--- src/rtl/gamma_lut_ctrl.sv ---
`default_nettype none
// ============================================================================
// Module   : gamma_lut_ctrl
// Purpose  : Configuration controller for the double-banked R/G/B gamma LUT
//            RAMs. Host writes go to the shadow bank. A commit is held
//            pending until the next frame start, and then the read bank and
//            the gamma enable flag swap together. A frame therefore always
//            uses a single curve.
// Ports    : clk, rst            - pixel clock, async active-high reset
//            i_vsync             - frame sync (active level = VSYNC_POL)
//            cfg_wr_*            - host table write (valid/ready handshake)
//            cfg_commit          - shadow table complete, swap at next frame
//            cfg_enable          - gamma enable applied at the swap
//            lut_we/waddr/wdata  - shadow-bank write port, 1-cycle latency
//            lut_rd_bank         - bank the datapath reads
//            gamma_en            - datapath enable (0 = pass-through)
//            commit_pending      - commit accepted, swap not yet done
//            swap_done           - one-cycle pulse while the swap takes effect
//            swap_cnt            - swaps performed, modulo 256
// Revision : 1.0 - initial release
// ============================================================================
module gamma_lut_ctrl #(
    parameter int DW        = 8,
    parameter int AW        = 8,
    parameter bit VSYNC_POL = 1'b1
) (
    input  logic          clk,
    input  logic          rst,
    input  logic          i_vsync,
    input  logic          cfg_wr_valid,
    output logic          cfg_wr_ready,
    input  logic [1:0]    cfg_wr_chan,
    input  logic [AW-1:0] cfg_wr_addr,
    input  logic [DW-1:0] cfg_wr_data,
    input  logic          cfg_commit,
    input  logic          cfg_enable,
    output logic [2:0]    lut_we,
    output logic [AW:0]   lut_waddr,
    output logic [DW-1:0] lut_wdata,
    output logic          lut_rd_bank,
    output logic          gamma_en,
    output logic          commit_pending,
    output logic          swap_done,
    output logic [7:0]    swap_cnt
);

    localparam logic [1:0] c_ST_IDLE = 2'd0;
    localparam logic [1:0] c_ST_PEND = 2'd1;
    localparam logic [1:0] c_ST_SWAP = 2'd2;

    logic [1:0]    r_state;
    logic [1:0]    w_state_nxt;
    logic          r_vs_act_d;
    logic          w_vs_act;
    logic          w_fs;
    logic          w_wr_acc;
    logic          w_commit_acc;
    logic          w_do_swap;
    logic [2:0]    w_we_dec;
    logic          r_en_latched;
    logic [2:0]    r_lut_we;
    logic [AW:0]   r_lut_waddr;
    logic [DW-1:0] r_lut_wdata;
    logic          r_rd_bank;
    logic          r_gamma_en;
    logic [7:0]    r_swap_cnt;

    // Frame start is the leading edge of the active vsync level, so a vsync
    // held active for many cycles produces a single frame start.
    assign w_vs_act = (i_vsync == VSYNC_POL);
    assign w_fs     = w_vs_act & ~r_vs_act_d;

    // Writes are only taken while the shadow bank is open (IDLE). Once a
    // commit is pending the shadow content is frozen until the swap.
    assign w_wr_acc     = cfg_wr_valid & cfg_wr_ready;
    assign w_commit_acc = cfg_commit & (r_state == c_ST_IDLE);
    // The swap needs PEND to be held already. A commit that coincides with a
    // frame start only reaches PEND afterwards and waits for the next frame.
    assign w_do_swap    = (r_state == c_ST_PEND) & w_fs;

    always_comb begin
        w_state_nxt = r_state;
        case (r_state)
            c_ST_IDLE: if (w_commit_acc) w_state_nxt = c_ST_PEND;
            c_ST_PEND: if (w_fs)         w_state_nxt = c_ST_SWAP;
            c_ST_SWAP:                   w_state_nxt = c_ST_IDLE;
            default:                     w_state_nxt = c_ST_IDLE;
        endcase
    end

    always_comb begin
        w_we_dec = 3'b000;
        case (cfg_wr_chan)
            2'd0:    w_we_dec = 3'b001;
            2'd1:    w_we_dec = 3'b010;
            2'd2:    w_we_dec = 3'b100;
            default: w_we_dec = 3'b111;
        endcase
    end

    always_ff @(posedge clk or posedge rst) begin
        if (rst) begin
            r_state      <= c_ST_IDLE;
            r_vs_act_d   <= 1'b0;
            r_en_latched <= 1'b0;
            r_lut_we     <= 3'b000;
            r_lut_waddr  <= '0;
            r_lut_wdata  <= '0;
            r_rd_bank    <= 1'b0;
            r_gamma_en   <= 1'b0;
            r_swap_cnt   <= 8'd0;
        end else begin
            r_state    <= w_state_nxt;
            r_vs_act_d <= w_vs_act;
            r_lut_we   <= w_wr_acc ? w_we_dec : 3'b000;
            if (w_wr_acc) begin
                // The shadow bank is always the one the datapath is not reading.
                r_lut_waddr <= {~r_rd_bank, cfg_wr_addr};
                r_lut_wdata <= cfg_wr_data;
            end
            if (w_commit_acc) begin
                r_en_latched <= cfg_enable;
            end
            // The bank, enable and count update on entry to SWAP, so all three
            // are visible in the same cycle that swap_done pulses.
            if (w_do_swap) begin
                r_rd_bank  <= ~r_rd_bank;
                r_gamma_en <= r_en_latched;
                r_swap_cnt <= r_swap_cnt + 8'd1;
            end
        end
    end

    assign cfg_wr_ready   = (r_state == c_ST_IDLE);
    assign commit_pending = (r_state == c_ST_PEND);
    assign swap_done      = (r_state == c_ST_SWAP);
    assign lut_we         = r_lut_we;
    assign lut_waddr      = r_lut_waddr;
    assign lut_wdata      = r_lut_wdata;
    assign lut_rd_bank    = r_rd_bank;
    assign gamma_en       = r_gamma_en;
    assign swap_cnt       = r_swap_cnt;

endmodule
`default_nettype wire

--- config.mk ---
export PLATFORM = sky130hd
export DESIGN_NAME = gamma_lut_ctrl
export DESIGN_NICKNAME = d
export VERILOG_FILES = /design/src/rtl/gamma_lut_ctrl.sv
export SDC_FILE = /design/constraint.sdc
export NUM_CORES = 1
export LEC_CHECK = 0
export CORE_MARGIN = 1.5
export CORE_UTILIZATION = 42
export CTS_CLUSTER_SIZE = 10
export DETAILED_ROUTE_END_ITERATION = 8
export PLACE_DENSITY = 0.82
export SYNTH_ARGS = -nofsm -noshare
export SYNTH_HDL_FRONTEND = slang
export SYNTH_SLANG_ARGS = --single-unit
export TNS_END_PERCENT = 100
--- constraint.sdc ---
create_clock -name clk -period 1.6 [get_ports clk]
set_input_delay 0.24 -clock clk [delete_from_list [all_inputs] [get_ports clk]]
set_output_delay 0.24 -clock clk [all_outputs]
set_load 0.05 [all_outputs]
# Word-level counts from Yosys, hierarchy flattened
# Cells that the tools add are included.
word_totals:
  out_inout_bits: 33
  ff_bits: 34
  elab_cells: 30
  input_bits: 24
op_classes:
  add_sub_neg: 1
  bitwise_logic: 6
  eq_ne: 6
  muxes: 5
  n_reduce_logical: 3
op_table:
  columns: ["cell", "n"]
  rows:
  - ["one-hot mux 3 bit (3 select lines)", 1]
  - ["adder 8 x 1 -> 8 bit (second input constant)", 1]
  - ["bitwise AND 1 bit", 4]
  - ["== test 2 x 1 -> 1 bit (second input constant)", 2]
  - ["== test 2 bit (second input constant)", 2]
  - ["logical NOT 2 bit", 2]
  - ["two-way mux 2 bit", 2]
  - ["inequality test 2 x 1 -> 1 bit (second input constant)", 2]
  - ["one-hot mux 2 bit (2 select lines)", 1]
  - ["two-way mux 3 bit", 1]
  - ["inverter 1 bit", 2]
  - ["AND reduction 2 bit", 1]

# Depth between registers and ports, before layout
# Gate-level depths: netlist of run 1.
logic_depth:
  ltp_word: 4
  ltp_mapped: 4
  ltp_nobuf: 3

# Least setup slack after synthesis of run 1
# Ideal clock, no wire load.
synth_path:
  path_type: "register to register"
  startpoint: "register r_state[1]"
  endpoint: "register r_en_latched"
  path_slack_ps: -87
  arrival_time_ps: 1560
  required_time_ps: 1473
  stages_incl_launch_ff: 4
  cell_sequence: "dfrtp_1 nor2_1 nand2_1 mux2_1"
synth_between:
  elab_chain_len: 2
synth_lines:
  columns: ["element", "line_no", "source"]
  rows:
  - ["start, declared", "51", "logic [1:0] r_state;"]
  - ["start signal, assigned", "103", "r_state <= c_ST_IDLE;"]
  - ["start signal, assigned", "113", "r_state <= w_state_nxt;"]
  - ["logical NOT 2 bit", null, null]
  - ["via cfg_wr_ready", "31", "output logic cfg_wr_ready,"]
  - ["bitwise AND 1 bit", "76", "assign w_commit_acc = cfg_commit & (r_state == c_ST_IDLE);"]
  - ["end signal, assigned", "122", "r_en_latched <= cfg_enable;"]
  - ["end, declared", "60", "logic r_en_latched;"]
# The timed path passes the listed nets, and every way through them passes these cells.
# A chain may end at the register's enable or synchronous reset.

# Final worst setup path of run 1
layout_path:
  startpoint: "register r_state[0]"
  endpoint: "output port commit_pending"
layout_between:
  elab_chain_len: 1
layout_lines:
  columns: ["element", "line_no", "source"]
  rows:
  - ["== test 2 x 1 -> 1 bit", "135", "assign commit_pending = (r_state == c_ST_PEND);"]
  - ["end, declared", "42", "output logic commit_pending,"]
# Every way passes these cells.

==> results.cfg, run 1 <==
[floorplanning]
fp-row-count = 20
die_h_um = 59.9
die_area_um2 = 3580
start_util_pct = 44.5
io-pin-count = 57
core_area_um2 = 3050
die_w_um = 59.9

[placement]
gp_congestion = 0.704
place_hpwl_um = 1990
dp.cells = 196
port_buffers = 56

[synthesis]
synth_top_family_by_area = multiplexers
mappedNetlistNets = 122
yosys_warnings = 0
syn_inst = 94
syn-cell-area_um2 = 1360
synth_compound_area_share_pct = 2.12
yosys_register_bits = 34
avgSynthCellArea_um2 = 14.4
ys_seq_area_share_pct = 62.7
yosys-mux-area-fraction_pct = 15.8
synthSimpleGateAreaFrac_pct = 8.20
yosys.area_share.adder_pct = 3.69
yosys.cell_types.count = 22
synth-xor-area-share_pct = 5.16

[worst_hold_path]
holdCritPathClass = in -> async

[cts]
clk_latency_ps = 330
clk_pin_slew_ps = 100
cts_buffers = 5
htreeDepth = 2
ctsResizeCount = 0
cts_hold_buffers = 0
post_cts_buffers = 0
clock-sinks = 34
cts_tree = built
cts_root_buf = clkbuf_4
clockBufferDepth = 2

[run_status]
status = finished, final reports clean

[setup_path]
r2r_slack_ps = 190
r2r-start = r_state[1]
path_class = reg -> out
crit_arrival_ps = 1230
cp_slowest_cell = dfrtp_1
cp_cell_sequence = nor2b_1 > buf_12
cp_num_buf_inv = 1
cp_top_family = flip-flops
slowest_delay_ps = 480
startpoint = r_state[0]
required_ps = 1360
worst-path-max-fanout = 7
worstSetupEndpointType = output port
worst_setup_path_start_kind = flop

[timing]
fin_setup_tns_ps = 0
whs_ps = 297
fin_crit_ps = 1470
finalCritPeriodShare_pct = 91.8
rsz0062_at_grt = false
fin_skew_ps = 6.12
tightest_slew_ps = 414
hold_violations = 0
relSlewSlack_pct = 72.4
finalSetupViolCount = 0
fmax_ghz = 0.681
final_max_slew_viol_count = 0

[grt]
grt_overflow_total = 0
grt_pass1_vias = 998
grt_antenna_before_repair = 0
grt_pass1_wl_um = 4310
grt_max_degree = 35
grt_use_total_pct = 16.5

[routing]
ant_nets = 0
drt_wl_total_um = 2650
first_pass_iters = 4
vias = 951
via_per_inst = 4.66
drtIter0Drc = 38
drc = 0
wl_per_cell_um = 13.0

[pwr]
leakage_nw = 0.954
cellPowerDensity_nw_per_um2 = 1840
peakVddDrop_v = 0.00133

[cells_and_area]
fin_nets = 187
layoutNonFillerInstCount = 204
layout_common_cells = dfrtp_1 (34), buf_4 (34), clkdlybuf4s50_1 (23)
diodes = 0
drive_above_1_share_pct = 30.6
syn_to_final_growth_pct = 50.3

[run]
maxCapViolCount = 0
## metal layers
metal  part of all wire [%]  track usage (%)  vias up
li1                       -                -      451
met1                     41             18.2      447
met2                     46             27.6       51
met3                     12             9.31        2
met4                   0.15             3.81        0
met5                      0                0        -
## worst register-to-register path, delay by kind of cell (launching register included)
kind | cells | cell delay [ps]
DFF | 1 | 460
muxes | 1 | 330
and+or+nand+nor | 1 | 320
buffers and inverters | 1 | 190
## path summary, 6_finish.rpt
check,end,depth (start not counted)
min in group clk,swap_cnt[7],1
min reg2reg,swap_cnt[7],1
max,commit_pending,2
min,lut_wdata[4],3
max reg2reg,lut_wdata[5],3
max in group asynchronous,r_state[1],3
## cells by family after synthesis
logic type,Yosys count
AO/OA/AOI/OAI,4
XOR/XNOR,8
adder cells (fa/ha/maj),4
buffers and inverters,7
flip-flops,34
multiplexers,19
AND/OR/NAND/NOR,18
## where the power goes
group	leakage, nW	switching (W)	internal (W)
logic	0.494	0.00121	0.000613
clock network	0.0450	0.000277	0.000324
registers	0.415	0.000201	0.00112
## synthesized netlist by cell type
cell	number	share of area, %
dfrtp_1	34	63
mux2_1	18	15
xnor2_1	6	3.9
ha_1	4	3.7
inv_1	4	1.1
nand3_1	3	1.1
nor2_1	3	0.83
and2_1	2	0.92
buf_2	2	0.74
nand2_1	2	0.55
nand4_1	2	0.92
nor2b_1	2	0.92
o21a_1	2	1.1
xor2_1	2	1.3
a21oi_1	1	0.37
a311oi_1	1	0.65
and3_1	1	0.46
and4_1	1	0.65
and4bb_1	1	0.92
buf_4	1	0.55
mux2_2	1	0.83
nor3b_2	1	0.92
## metrics by stage
stage               utilization (%)  area (um^2)  setup WS (ps)  total power (W)
floorplan                         -         1360            162          0.00252
global placement               64.3         1960           19.3          0.00313
detailed placement             64.3         1960          -27.1          0.00318
CTS                            66.8         2040            112          0.00379
global route                   66.8         2040           53.4          0.00395
finish                         66.8         2040            132          0.00375
## flip-flops by register name, indices dropped and copies added, names as in the netlist
name          cells
lut_rd_bank       1
lut_waddr         9
r_state           2
r_vs_act_d        1
r_en_latched      1
swap_cnt          8
lut_wdata         8
gamma_en          1
lut_we            3
## area by class of cell
cell class / count / area (um^2)
clock inverter: 3 / 40.0
sequential: 34 / 851
fill: 233 / 1010
tap: 44 / 55.1
timing repair buffer: 61 / 566
clock buffer: 5 / 37.5
multi-input combinational: 53 / 477
inverter: 4 / 15.0
Note: power is estimated with default switching activity, not from simulation.
==> inputs of run 2 (changes only) <==
--- a/config.mk
+++ b/config.mk
@@ -5,11 +5,13 @@
 export SDC_FILE = /design/constraint.sdc
 export NUM_CORES = 1
 export LEC_CHECK = 0
+export ABC_AREA = 1
 export CORE_MARGIN = 1.5
-export CORE_UTILIZATION = 42
+export CORE_UTILIZATION = 39
+export CTS_CLUSTER_DIAMETER = 150
 export CTS_CLUSTER_SIZE = 10
 export DETAILED_ROUTE_END_ITERATION = 8
-export PLACE_DENSITY = 0.82
+export PLACE_DENSITY = 0.78
 export SYNTH_ARGS = -nofsm -noshare
 export SYNTH_HDL_FRONTEND = slang
 export SYNTH_SLANG_ARGS = --single-unit
==> constraint.sdc (replaced) <==
create_clock -name clk -period 1.35 [get_ports clk]
set_input_delay 0.2025 -clock clk [delete_from_list [all_inputs] [get_ports clk]]
set_output_delay 0.2025 -clock clk [all_outputs]
set_load 0.05 [all_outputs]
==> run 2 against run 1 <==
Against the previous run:
- clock skew shrank 2.9 ps
- via count rose by 38%
- count of clock-buffer cells in the layout up 2
- sequential cell count did not move
- die area up 16%
- non-clock buffer count rose by 5
- routed wire length is 28% higher
- sequential power increased by 44%
- global-route usage grew 1.5 points
- critical path type unchanged
==> results.cfg, run 2 <==
[placement]
dp.cells = 268
port_buffers = 56
place_hpwl_um = 2550
gp_congestion = 0.738

[worst_hold_path]
holdCritPathClass = in -> async

[cells_and_area]
fin_nets = 258
layout_common_cells = nand2_1 (56), buf_12 (34), dfrtp_1 (30)
fillers = 244
layoutNonFillerInstCount = 279
final_core_util_pct = 71.2
diodes = 0
mostFrequentLayoutCell = nand2_1
syn_to_final_growth_pct = 75.6
drive_above_1_share_pct = 26.4
largest_reg_flops = 9

[grt]
grt_pass1_wl_um = 5560
grt_max_degree = 35
grt_antenna_before_repair = 0
grt_pass1_vias = 1236
grt_use_total_pct = 18.0
grt_overflow_total = 0

[run_status]
status = finished, final reports clean

[floorplanning]
start_util_pct = 40.6
die_w_um = 64.5
io-pin-count = 57
die_area_um2 = 4160
core_area_um2 = 3630
fp-row-count = 22
die_h_um = 64.5

[synthesis]
netlist.area_leader.share_pct = 57.7
mappedNetlistNets = 190
async_flop_share_pct = 100
yosys_register_bits = 34
ys.flop_type = dfrtp_1
syn-cell-area_um2 = 1470
synth_edf_count = 0
yosys.cell_types.count = 19
ys_seq_area_share_pct = 57.7
yosys-top-cells-count = nand2_1 (56), dfrtp_1 (34), nand3_1 (20), inv_1 (14), nor2_1 (10)
avgSynthCellArea_um2 = 9.10
yosysTopAreaCell = dfrtp_1
syn_inst = 162
synth.most_common_cell = nand2_1
synth.area.top_cells = dfrtp_1 (58%), nand2_1 (14%), nand3_1 (6.8%)
yosys_warnings = 0

[timing]
hold_violations = 0
finalCritPeriodShare_pct = 99.0
rsz0062_at_grt = true
fmax_ghz = 0.748
tightest_slew_ps = 275
fin_crit_ps = 1340
finalSetupViolCount = 0
relSlewSlack_pct = 81.6
final_max_slew_viol_count = 0
whs_ps = 257
fin_skew_ps = 3.20

[setup_path]
path_class = reg -> out
required_ps = 1150
crit_arrival_ps = 1130
cp_cell_sequence = nor2_4 > buf_12
cp_slowest_cell = dfrtp_2
reg2reg_to = lut_waddr[0]
r2r_slack_ps = 140
worst-path-max-fanout = 7
r2r-start = r_state[1]
slowest_delay_ps = 440
worst_setup_path_start_kind = flop
rr_worst_depth = 5
worstSetupEndpointType = output port

[cts]
cts_tree = built
cts_buffers = 5
clock-sinks = 34
clk_pin_slew_ps = 60
cts_root_buf = clkbuf_8
clockBufferDepth = 2
htreeDepth = 2
cts_hold_buffers = 0
clk_latency_ps = 290

[routing]
met3WireLength_um = 240
ant_nets = 0
via_per_inst = 4.69
drt_wl_total_um = 3390
first_pass_iters = 4
wl_met2_um = 1680
drtIter0Drc = 47
drt-met1-wl_um = 1380
wl_per_cell_um = 12.1
drc = 0
routed.top_layer = met4
vias = 1309

[run]
maxCapViolCount = 0

[pwr]
cellPowerDensity_nw_per_um2 = 2560
peakVddDrop_v = 0.00170
leakage_nw = 1.27
==> run 2: changes by cell type after synthesis, moves of 3 or more <==
cell     delta
nand2_1    +54
mux2_1     -18
nand3_1    +17
inv_1      +10
nor2_1      +7
nor2_4      +4
xnor2_1     -3
==> run 2: cell type report <==
class | count | area (um^2) | share of cell area (%)
Inverter | 15 | 56.3 | 2.18
Clock inverter | 1 | 5.00 | 0.193
Sequential cell | 34 | 856 | 33.1
Tap cell | 48 | 60.1 | 2.32
Clock buffer | 7 | 86.3 | 3.34
Timing Repair Buffer | 66 | 978 | 37.8
Multi-Input combinational cell | 108 | 546 | 21.1
==> run 2: logic make-up (layout without fill, tap and decap cells) <==
family | count (synthesis) | count (layout) | synth area share [%]
compound gates | 4 | 4 | 1.36
xor+xnor | 5 | 5 | 2.97
fa+ha+maj | 4 | 4 | 3.40
buf+inv | 20 | 89 | 5.43
flops | 34 | 34 | 57.7
simple gates | 95 | 95 | 29.1
==> run 2: worst max-delay path by stage <==
stage               depth (start not counted)           end  slack, ps        from
finish                                      2  cfg_wr_ready         10  r_state[1]
global route                                2  cfg_wr_ready        -20  r_state[1]
CTS                                         2  cfg_wr_ready        -30  r_state[0]
detailed placement                          8   swap_cnt[7]       -100     i_vsync
global placement                            8   swap_cnt[7]        -70     i_vsync
floorplan                                   2     swap_done          2  r_state[1]
==> run 2: per-layer routing <==
metal | track usage (%) | vias up
met5 | 0 | -
met4 | 9.04 | 0
met3 | 6.77 | 8
met2 | 29.8 | 52
met1 | 20.4 | 614
li1 | - | 635
==> run 2: report_power, final <==
group	switching, W	leakage (nW)	total (W)	internal, W
Combinational	0.00209	0.814	0.00396	0.00187
Sequential	0.000483	0.412	0.00190	0.00142
Clock	0.000354	0.0482	0.000764	0.000411
Total	0.00293	1.27	0.00663	0.00370
==> run 2: stage by stage <==
step	setup slack (ps)	TNS (ps)	power [W]	cell area [um^2]
2_1_floorplan	1.90	0	0.00369	1480
3_3_place_gp	-68.0	-160	0.00576	2470
3_5_place_dp	-96.2	-308	0.00582	2470
4_1_cts	-27.7	-27.7	0.00661	2560
5_1_grt	-23.6	-23.6	0.00693	2590
6_report	13.5	0	0.00663	2590
==> run 2: critical path: cells and delay by family, from the launching register on <==
family | cells | cell delay [ps]
flip-flops | 1 | 440
AND/OR/NAND/NOR | 1 | 230
buffers and inverters | 1 | 170
==> run 2: what timing repair did <==
item                                    CTS  global route
pin swaps                                 1             1
resized for setup                         1             2
endpoints found under the setup margin    2             4
buffers inserted                          0             3
